File: src/rtl/rv32_pkg.sv
// rv32_pkg: shared RV32I definitions used by the encoder and the decoder.
//   - instruction format codes (FMT_R..FMT_J)
//   - major opcode constants
//   - signed immediate range limits for the I/S, B and J formats
package rv32_pkg;

  typedef enum logic [2:0] {
    FMT_R = 3'd0,
    FMT_I = 3'd1,
    FMT_S = 3'd2,
    FMT_B = 3'd3,
    FMT_U = 3'd4,
    FMT_J = 3'd5
  } fmt_e;

  localparam logic [6:0] OP_LUI    = 7'b0110111;
  localparam logic [6:0] OP_AUIPC  = 7'b0010111;
  localparam logic [6:0] OP_JAL    = 7'b1101111;
  localparam logic [6:0] OP_JALR   = 7'b1100111;
  localparam logic [6:0] OP_BRANCH = 7'b1100011;
  localparam logic [6:0] OP_LOAD   = 7'b0000011;
  localparam logic [6:0] OP_STORE  = 7'b0100011;
  localparam logic [6:0] OP_IMM    = 7'b0010011;
  localparam logic [6:0] OP_REG    = 7'b0110011;
  localparam logic [6:0] OP_SYSTEM = 7'b1110011;

  // Inclusive signed ranges of the encodable immediates.
  localparam logic signed [31:0] IMM12_MIN = -32'sd2048;
  localparam logic signed [31:0] IMM12_MAX = 32'sd2047;
  localparam logic signed [31:0] IMMB_MIN  = -32'sd4096;
  localparam logic signed [31:0] IMMB_MAX  = 32'sd4094;
  localparam logic signed [31:0] IMMJ_MIN  = -32'sd1048576;
  localparam logic signed [31:0] IMMJ_MAX  = 32'sd1048574;

endpackage

File: src/rtl/rv32_imm_pack.sv
// rv32_imm_pack: purely combinational RV32I field packer.
// Ports:
//   fmt      format code (FMT_R..FMT_J, 6/7 illegal)
//   opcode, funct3, funct7, rs1, rs2, rd   raw instruction fields
//   imm      sign-extended immediate (byte offset for B/J, full value for U)
//   inst     packed 32-bit instruction word
//   legal    1 when the immediate fits the format and the opcode is 32-bit
module rv32_imm_pack
  import rv32_pkg::*;
(
  input  logic [2:0]  fmt,
  input  logic [6:0]  opcode,
  input  logic [2:0]  funct3,
  input  logic [6:0]  funct7,
  input  logic [4:0]  rs1,
  input  logic [4:0]  rs2,
  input  logic [4:0]  rd,
  input  logic [31:0] imm,
  output logic [31:0] inst,
  output logic        legal
);

  logic signed [31:0] simm;
  assign simm = $signed(imm);

  always_comb begin
    inst  = '0;
    legal = 1'b0;
    case (fmt)
      FMT_R: begin
        inst  = {funct7, rs2, rs1, funct3, rd, opcode};
        legal = 1'b1;
      end
      FMT_I: begin
        inst  = {imm[11:0], rs1, funct3, rd, opcode};
        legal = (simm >= IMM12_MIN) && (simm <= IMM12_MAX);
      end
      FMT_S: begin
        inst  = {imm[11:5], rs2, rs1, funct3, imm[4:0], opcode};
        legal = (simm >= IMM12_MIN) && (simm <= IMM12_MAX);
      end
      FMT_B: begin
        inst  = {imm[12], imm[10:5], rs2, rs1, funct3, imm[4:1], imm[11], opcode};
        legal = (simm >= IMMB_MIN) && (simm <= IMMB_MAX) && !imm[0];
      end
      FMT_U: begin
        inst  = {imm[31:12], rd, opcode};
        legal = (imm[11:0] == 12'd0);
      end
      FMT_J: begin
        inst  = {imm[20], imm[10:1], imm[11], imm[19:12], rd, opcode};
        legal = (simm >= IMMJ_MIN) && (simm <= IMMJ_MAX) && !imm[0];
      end
      default: begin
        inst  = '0;
        legal = 1'b0;
      end
    endcase
    // Compressed-encoding opcodes cannot be produced by this encoder.
    if (opcode[1:0] != 2'b11) legal = 1'b0;
  end

endmodule

File: src/rtl/rv32_inst_encoder.sv
// rv32_inst_encoder: packs decoded RV32I field bundles into instruction
// words and tags each with a sequential byte address for loading memory.
// Ports:
//   clk, rst         clock, synchronous active-high reset
//   clear            synchronous restart of count/address/error state
//   in_valid/in_ready + in_fmt..in_imm    field bundle input
//   out_valid/out_ready + out_inst/out_addr   registered word output
//   full             DEPTH words emitted, input stalled
//   err, err_cnt     sticky drop flag and saturating drop count
//
// Handshake: a transfer happens on a rising edge where valid && ready.
// The producer holds its payload stable while valid && !ready; ready may
// depend combinationally on the consumer's ready (in_ready follows
// out_ready so a new bundle can enter while the held word drains).
module rv32_inst_encoder
  import rv32_pkg::*;
#(
  parameter logic [31:0] BASE_ADDR = 32'h8000_0000,
  parameter int unsigned DEPTH     = 1024
) (
  input  logic        clk,
  input  logic        rst,
  input  logic        clear,
  input  logic        in_valid,
  output logic        in_ready,
  input  logic [2:0]  in_fmt,
  input  logic [6:0]  in_opcode,
  input  logic [2:0]  in_funct3,
  input  logic [6:0]  in_funct7,
  input  logic [4:0]  in_rs1,
  input  logic [4:0]  in_rs2,
  input  logic [4:0]  in_rd,
  input  logic [31:0] in_imm,
  output logic        out_valid,
  input  logic        out_ready,
  output logic [31:0] out_inst,
  output logic [31:0] out_addr,
  output logic        full,
  output logic        err,
  output logic [15:0] err_cnt
);

  localparam int CW = $clog2(DEPTH + 1);

  logic [CW-1:0] count;
  logic [31:0]   next_addr;  // address the next legal word will receive
  logic [31:0]   packed_inst;
  logic          legal;
  logic          accept;

  rv32_imm_pack u_pack (
    .fmt    (in_fmt),
    .opcode (in_opcode),
    .funct3 (in_funct3),
    .funct7 (in_funct7),
    .rs1    (in_rs1),
    .rs2    (in_rs2),
    .rd     (in_rd),
    .imm    (in_imm),
    .inst   (packed_inst),
    .legal  (legal)
  );

  assign full     = (count == CW'(DEPTH));
  // clear blocks acceptance so a bundle is never half-taken during restart.
  assign in_ready = !clear && !full && (!out_valid || out_ready);
  assign accept   = in_valid && in_ready;

  always_ff @(posedge clk) begin
    if (rst || clear) begin
      out_valid <= 1'b0;
      out_inst  <= '0;
      out_addr  <= BASE_ADDR;
      next_addr <= BASE_ADDR;
      count     <= '0;
      err       <= 1'b0;
      err_cnt   <= '0;
    end else begin
      if (accept && legal) begin
        out_valid <= 1'b1;
        out_inst  <= packed_inst;
        out_addr  <= next_addr;
        next_addr <= next_addr + 32'd4;
        count     <= count + CW'(1);
      end else if (out_valid && out_ready) begin
        out_valid <= 1'b0;
      end
      // Dropped bundles still complete their handshake.
      if (accept && !legal) begin
        err <= 1'b1;
        if (err_cnt != 16'hFFFF) err_cnt <= err_cnt + 16'd1;
      end
    end
  end

endmodule

File: config.mk
export PLATFORM = sky130hd
export DESIGN_NAME = rv32_inst_encoder
export DESIGN_NICKNAME = d
export VERILOG_FILES = /design/src/rtl/rv32_pkg.sv /design/src/rtl/rv32_imm_pack.sv /design/src/rtl/rv32_inst_encoder.sv
export SDC_FILE = /design/constraint.sdc
export NUM_CORES = 1
export LEC_CHECK = 0
export BUFFER_PORTS_ARGS = -buffer_cell sky130_fd_sc_hd__buf_4
export CAP_MARGIN = 0
export CORE_MARGIN = 1
export CORE_UTILIZATION = 30
export DETAILED_ROUTE_END_ITERATION = 10
export SYNTH_ARGS = -nofsm -noshare
export SYNTH_HDL_FRONTEND = slang
export SYNTH_SLANG_ARGS = --single-unit
File: constraint.sdc
create_clock -name clk -period 8.12 [get_ports clk]
set_clock_uncertainty 0.15 [all_clocks]
set_input_delay 0 -clock clk [delete_from_list [all_inputs] [get_ports clk]]
set_output_delay 0 -clock clk [all_outputs]
set_load 0.03 [all_outputs]
======== After elaboration in Yosys (flattened, before gate mapping) ========
Index checks and enable logic that the tools add are counted.
storage, ports and cells
  output and inout bits ................... 84
  memory bits (writable) .................. 0
  ROM bits ................................ 0
  latch bits .............................. 0
  memories kept ........................... 0
  word-level logic and storage cells ...... 52
  register bits ........................... 125
cells by class
  equality and inequality tests ........... 8
  $mul .................................... 0
  reductions and logical operators ........ 23
  $add $sub $neg .......................... 3
  divide/modulo/power cells ............... 0
  shift operators ......................... 0
  $lt $le $gt $ge ......................... 6
  mux-type cells .......................... 5
  bitwise logic cells ..................... 0
operators with widths
  kind                     count
  $pmux W32 S6             1
  $add A32 B3 Y32 const B  1
  $ge A32 B12 Y1 const B   1
  $ge A32 B13 Y1 const B   1
  $ge A32 B21 Y1 const B   1
  $le A32 B12 Y1 const B   1
  $le A32 B13 Y1 const B   1
  $le A32 B21 Y1 const B   1
  $add A16 B1 Y16 const B  1
  $ne A16 B16 Y1 const B   1
  $logic_not A12 Y1        1
  $add A11 B1 Y11 const B  1
  $eq A11 B11 Y1 const B   1
  $logic_and A1 B1 Y1      11
  $eq A3 B2 Y1 const B     2
  $eq A3 B3 Y1 const B     2
  $logic_not A1 Y1         5
  $pmux W1 S5              1
  $eq A3 B1 Y1 const B     1
  $logic_not A3 Y1         1
  $mux W1                  3
  $logic_or A1 B1 Y1       2
  $ne A2 B2 Y1 const B     1
  $reduce_and A2 Y1        1
  2 further kinds          2

======== Logic depth before layout (Yosys ltp) ========
  depth in word-level cells ............... 8
  depth in mapped cells ................... 12

======== By module ========
From an unflattened synthesis, not the netlist that was laid out.
unflattened totals
  cells, all modules ...................... 763
  area total of the unflattened synthesis .. 5884.4 µm²
modules (own cells, without submodules)
  module             cells each  times used  area each (µm²)
  rv32_inst_encoder  619         1           5073.6
  rv32_imm_pack      144         1           810.8

======== Worst setup path after synthesis ========
OpenSTA, ideal clock, no wires.
  path type ............................... reg2reg
  from .................................... register count[0]
  to ...................................... register err_cnt[13]
  path buffers ............................ 2
  setup time .............................. 0.070 ns
  period minus slack after synthesis ...... 3.272 ns
  data arrival time ....................... 3.051 ns
  cell stages (with the launch flop) ...... 11
  required time ........................... 7.900 ns
  slack ................................... 4.848 ns
  cell sequence ........................... dfxtp_1 -> inv_1 -> ha_1 -> nor2b_1 -> a311oi_1 -> and2_0 -> clkbuf_1 -> nand3_1 -> buf_2 -> or4_1 -> a21oi_1
between the ends
  longest elaborated chain between the ends .. 7
RTL lines
  what                               line                     source
  from (decl)                        rv32_inst_encoder.sv:45  logic [CW-1:0] count;
  from (signal assigned)             rv32_inst_encoder.sv:84  count <= count + CW'(1);
  $eq A11 B11 Y1                     rv32_inst_encoder.sv:64  assign full = (count == CW'(DEPTH));
  $logic_not A1 Y1                   rv32_inst_encoder.sv:66  assign in_ready = !clear && !full && (!out_valid || out_ready);
  $logic_and A1 B1 Y1 (2 in series)  rv32_inst_encoder.sv:66
  named net in_ready                 rv32_inst_encoder.sv:25  output logic in_ready,
  $logic_and A1 B1 Y1                rv32_inst_encoder.sv:67  assign accept = in_valid && in_ready;
  $logic_and A1 B1 Y1                rv32_inst_encoder.sv:89  if (accept && !legal) begin
  $reduce_and A2 Y1 (no line)        -
  to (signal assigned)               rv32_inst_encoder.sv:91  if (err_cnt != 16'hFFFF) err_cnt <= err_cnt + 16'd1;
  to (decl)                          rv32_inst_encoder.sv:40  output logic [15:0] err_cnt
The timed path passes the listed nets, and every way through them passes these cells.
A chain may end at the register's enable or synchronous reset.

======== Final worst setup path ========
  from .................................... input in_fmt[1]
  to ...................................... register out_inst[7]
between the ends
  longest elaborated chain between the ends .. 5
  elaborated cells on any way between the ends .. 11
  classes of those cells .................. 5 x eq/ne; 3 x mux; 3 x reduce/logical
RTL lines
  what                                          line                     source
  from (decl)                                   rv32_inst_encoder.sv:26  input logic [2:0] in_fmt,
  $eq A3 B1 Y1 or $eq A3 B2 Y1 (tied branches)  rv32_imm_pack.sv:29      case (fmt)
  $reduce_or A2 Y1 (no line)                    -
  $pmux W1 S5                                   rv32_imm_pack.sv:29
  $mux W1                                       rv32_imm_pack.sv:60      if (opcode[1:0] != 2'b11) legal = 1'b0;
  $logic_and A1 B1 Y1                           rv32_inst_encoder.sv:79  if (accept && legal) begin
  to (signal assigned)                          rv32_inst_encoder.sv:81  out_inst <= packed_inst;
  to (decl)                                     rv32_inst_encoder.sv:36  output logic [31:0] out_inst,
Parallel ways exist; a longest one is shown, timed or not.

==> reports/metrics.csv <==
stage,metric,value,unit
run_status,status,completed,
place,hpwl,12300,um
clocking,clock_sinks,121,
yosys,muxShareOfSynthArea,2.44,%
global_route,grt_max_degree,66,
route,route.detailed.drc,0,
route,wire_per_inst,15.2,um
sta,fin_crit,4060,ps
route,top_layer,met4,
clocking,cts_root_buf,clkbuf_16,
sta,slew_violations,0,
sta,rsz0062_at_grt,false,
place,place_inst,1104,
route,vias,6155,
sta,period_share,50.0,%
floorplan,die_x,142,um
floorplan,chipHeight,142,um
yosys,ys_seq_elements,121,
global_route,antenna_found_initial,0,
place,pre_cts_ws,4240,ps
clocking,cts_made_buffers,17,
yosys,synth_xor_area_share,1.35,%
route,viasPerCell,5.18,
layout,antenna-diode-count,0,
critical_path,required,8240,ps
layout,areaGrowthSynthToFinish,42.0,%
sta,slew_headroom,26.1,%
floorplan,initial_core_util,30.9,%
sta,fmax,0.246,GHz
yosys,synthAdderAreaFrac,0.856,%
place,port_buffers,153,
clocking,cts_setup_buffers,0,
yosys,synth_edf_count,0,
sta,tns,0,ps
critical_path,end_kind,register,
run,maxCapViolations,0,
critical_path,arrival,4180,ps
pwr,total_power,0.00153,W
yosys,ys.flop_type,dfxtp_1,
route,routed-wl-met3,1140,um
critical_path,critPathLaunchType,input port,
floorplan,row_count,50,
yosys,synth-compound-area-share,20.3,%
clocking,clk_pin_slew,60,ps
route,routed-wl-met2,8470,um
yosys,ys_async_sr_fraction,0,%
yosys,synthSimpleGateAreaFrac,29.2,%
sta,holdWs,21.7,ps
route,wl,18100,um
sta,worst_pin_slew,1100,ps
route,met1Wirelength,8020,um
pwr,p_per_area,184,nW/um2
route,drtIter0Drc,380,
floorplan,dieArea,20100,um2
yosys,netlist_area,5850,um2
sta,finalSetupViolCount,0,
hold_path,hold_path.class,in2reg,
layout,mostFrequentLayoutCell,buf_4,
route,antenna_left,0,
pwr,leakagePower,2.96,nW
critical_path,path_class,in2reg,
yosys,ys_seq_area_share,41.4,%
global_route,grt_pass1_vias,5623,
yosys,synth_top_family_by_area,simple AND/OR/NAND/NOR gates,
yosys,synth_cells,739,
layout,mostFrequentLayoutCells,"158 x buf_4, 121 x dfxtp_1, 113 x nand2_1, 85 x a21oi_1, 54 x nor2_1",
yosys,yosysWarnings,0,
clocking,cts_max_path_buffers,2,
critical_path,path_max_fanout,47,
clocking,clock_latency,420,ps
layout,final_nets,991,
layout,layout-drive-gt1-share,21.2,%
yosys,syn_area_per_cell,7.91,um2
sta,fin_ws,4060,ps
floorplan,ioPinCount,156,
place,finalWeightedCongestion,0.876,
route,dr.pass1.iters,4,
layout,stdcell_count,1188,
floorplan,core,18900,um2
pwr,peakVddDrop,0.141,mV
global_route,globalRouteTotalUtil,18.1,%
sta,hold_viol,0,
clocking,cts_tree,done,
yosys,yosysUniqueCellTypes,53,
clocking,h-tree-depth,4,
global_route,gr-total-overflow,0,
global_route,grt_pass1_wl,28800,um
-- power breakdown --
group	total [W]	leakage, nW	internal (W)	switching, W
registers	0.000596	0.974	0.000595	0.000000647
logic	0.000115	1.68	0.0000552	0.0000602
clock network	0.000815	0.303	0.000542	0.000274
-- worst max-delay path, cell delays in order --
cell and delay [ps]:
dlygate4sd3_1 540, buf_4 190, nor2b_1 770, a41o_1 290, a21oi_1 90, a211oi_4 490, o21ai_4 380, buf_4 400
a221oi_1 340, dlygate4sd3_1 630, nor3_1 50
-- timing repair --
| action | CTS | global route |
|---|---|---|
| endpoints found under the hold margin | 40 | 0 |
| resized for setup | 0 | 0 |
| hold buffers | 52 | 0 |
| setup endpoints to repair | 0 | 0 |
-- area by class of cell --
type                       count  area [um2]
clock buffer                  19         433
clock inverter                13         201
fill                        1936       10600
inverter                       6        22.5
multi-input combinational    559        3190
sequential                   121        2420
tap                          260         325
timing repair buffer         210        1710
-- path summary, 6_finish.rpt --
check	startpoint	endpoint	slack [ps]	depth (start not counted)
min	in_valid	count[4]$_SDFFE_PP0P_	20	5
min reg2reg	out_inst[6]$_SDFFE_PP0P_	out_inst[6]$_SDFFE_PP0P_	300	2
max reg2reg	count[0]$_SDFFE_PP0P_	out_inst[7]$_SDFFE_PP0P_	4250	10
max	in_fmt[1]	out_inst[7]$_SDFFE_PP0P_	4060	11
-- synthesized netlist by cell type (2+ instances only) --
cell | count | area [um2]
o21ai_0 | 26 | 130
nor2_1 | 54 | 203
o31ai_1 | 16 | 120
a31oi_1 | 2 | 12.5
a21oi_1 | 85 | 425
or3b_1 | 2 | 17.5
o2111ai_1 | 2 | 17.5
nor3_1 | 19 | 95.1
xor2_1 | 5 | 43.8
buf_4 | 2 | 15.0
nand2_1 | 113 | 424
mux2_2 | 2 | 22.5
o21a_1 | 3 | 22.5
and2_1 | 3 | 18.8
nand4b_1 | 2 | 17.5
a211oi_1 | 18 | 135
o211ai_1 | 8 | 60.1
a22oi_1 | 4 | 30.0
or3_1 | 21 | 131
and3_1 | 9 | 56.3
and4_1 | 4 | 35.0
buf_1 | 2 | 7.51
mux2i_1 | 12 | 120
buf_2 | 12 | 60.1
clkbuf_1 | 37 | 139
dfxtp_1 | 121 | 2420
nor4_1 | 15 | 93.8
a221oi_1 | 12 | 105
inv_1 | 6 | 22.5
a41o_1 | 3 | 30.0
xnor2_1 | 4 | 35.0
ha_1 | 4 | 50.1
nand4_1 | 21 | 131
nor2b_1 | 20 | 125
or4_1 | 19 | 143
nand3_1 | 34 | 170
-- kinds of logic (layout without fill, tap and decap cells) --
family,Yosys count,in the layout
multiplexers,14,14
AND/OR/NAND/NOR,341,341
AO/OA/AOI/OAI,189,189
XOR/XNOR,9,9
buffers and inverters,60,248
flip-flops,121,121
adder cells (fa/ha/maj),4,4
other,1,2
-- flip-flops by register name (all words and copies together) (netlist names) --
name / cells
out_valid: 1
err: 1
out_inst: 32
next_addr: 30
count: 11
err_cnt: 16
out_addr: 30
-- metal layers --
metal	up-vias	track usage, %
li1	3069	-
met1	2838	22.8
met2	213	29.2
met3	35	4.45
met4	0	8.26
met5	-	0
-- per-stage QoR --
| stage | utilization (%) | cell area, um2 |
|---|---|---|
| 3_5_place_dp | 37.8 | 7150 |
| 3_3_place_gp | 37.8 | 7150 |
| 2_1_floorplan | - | 5850 |
| 4_1_cts | 43.9 | 8300 |
| 6_report | 43.9 | 8300 |
| 5_1_grt | 43.9 | 8300 |
No activity file was read; power rests on OpenSTA's default activity.
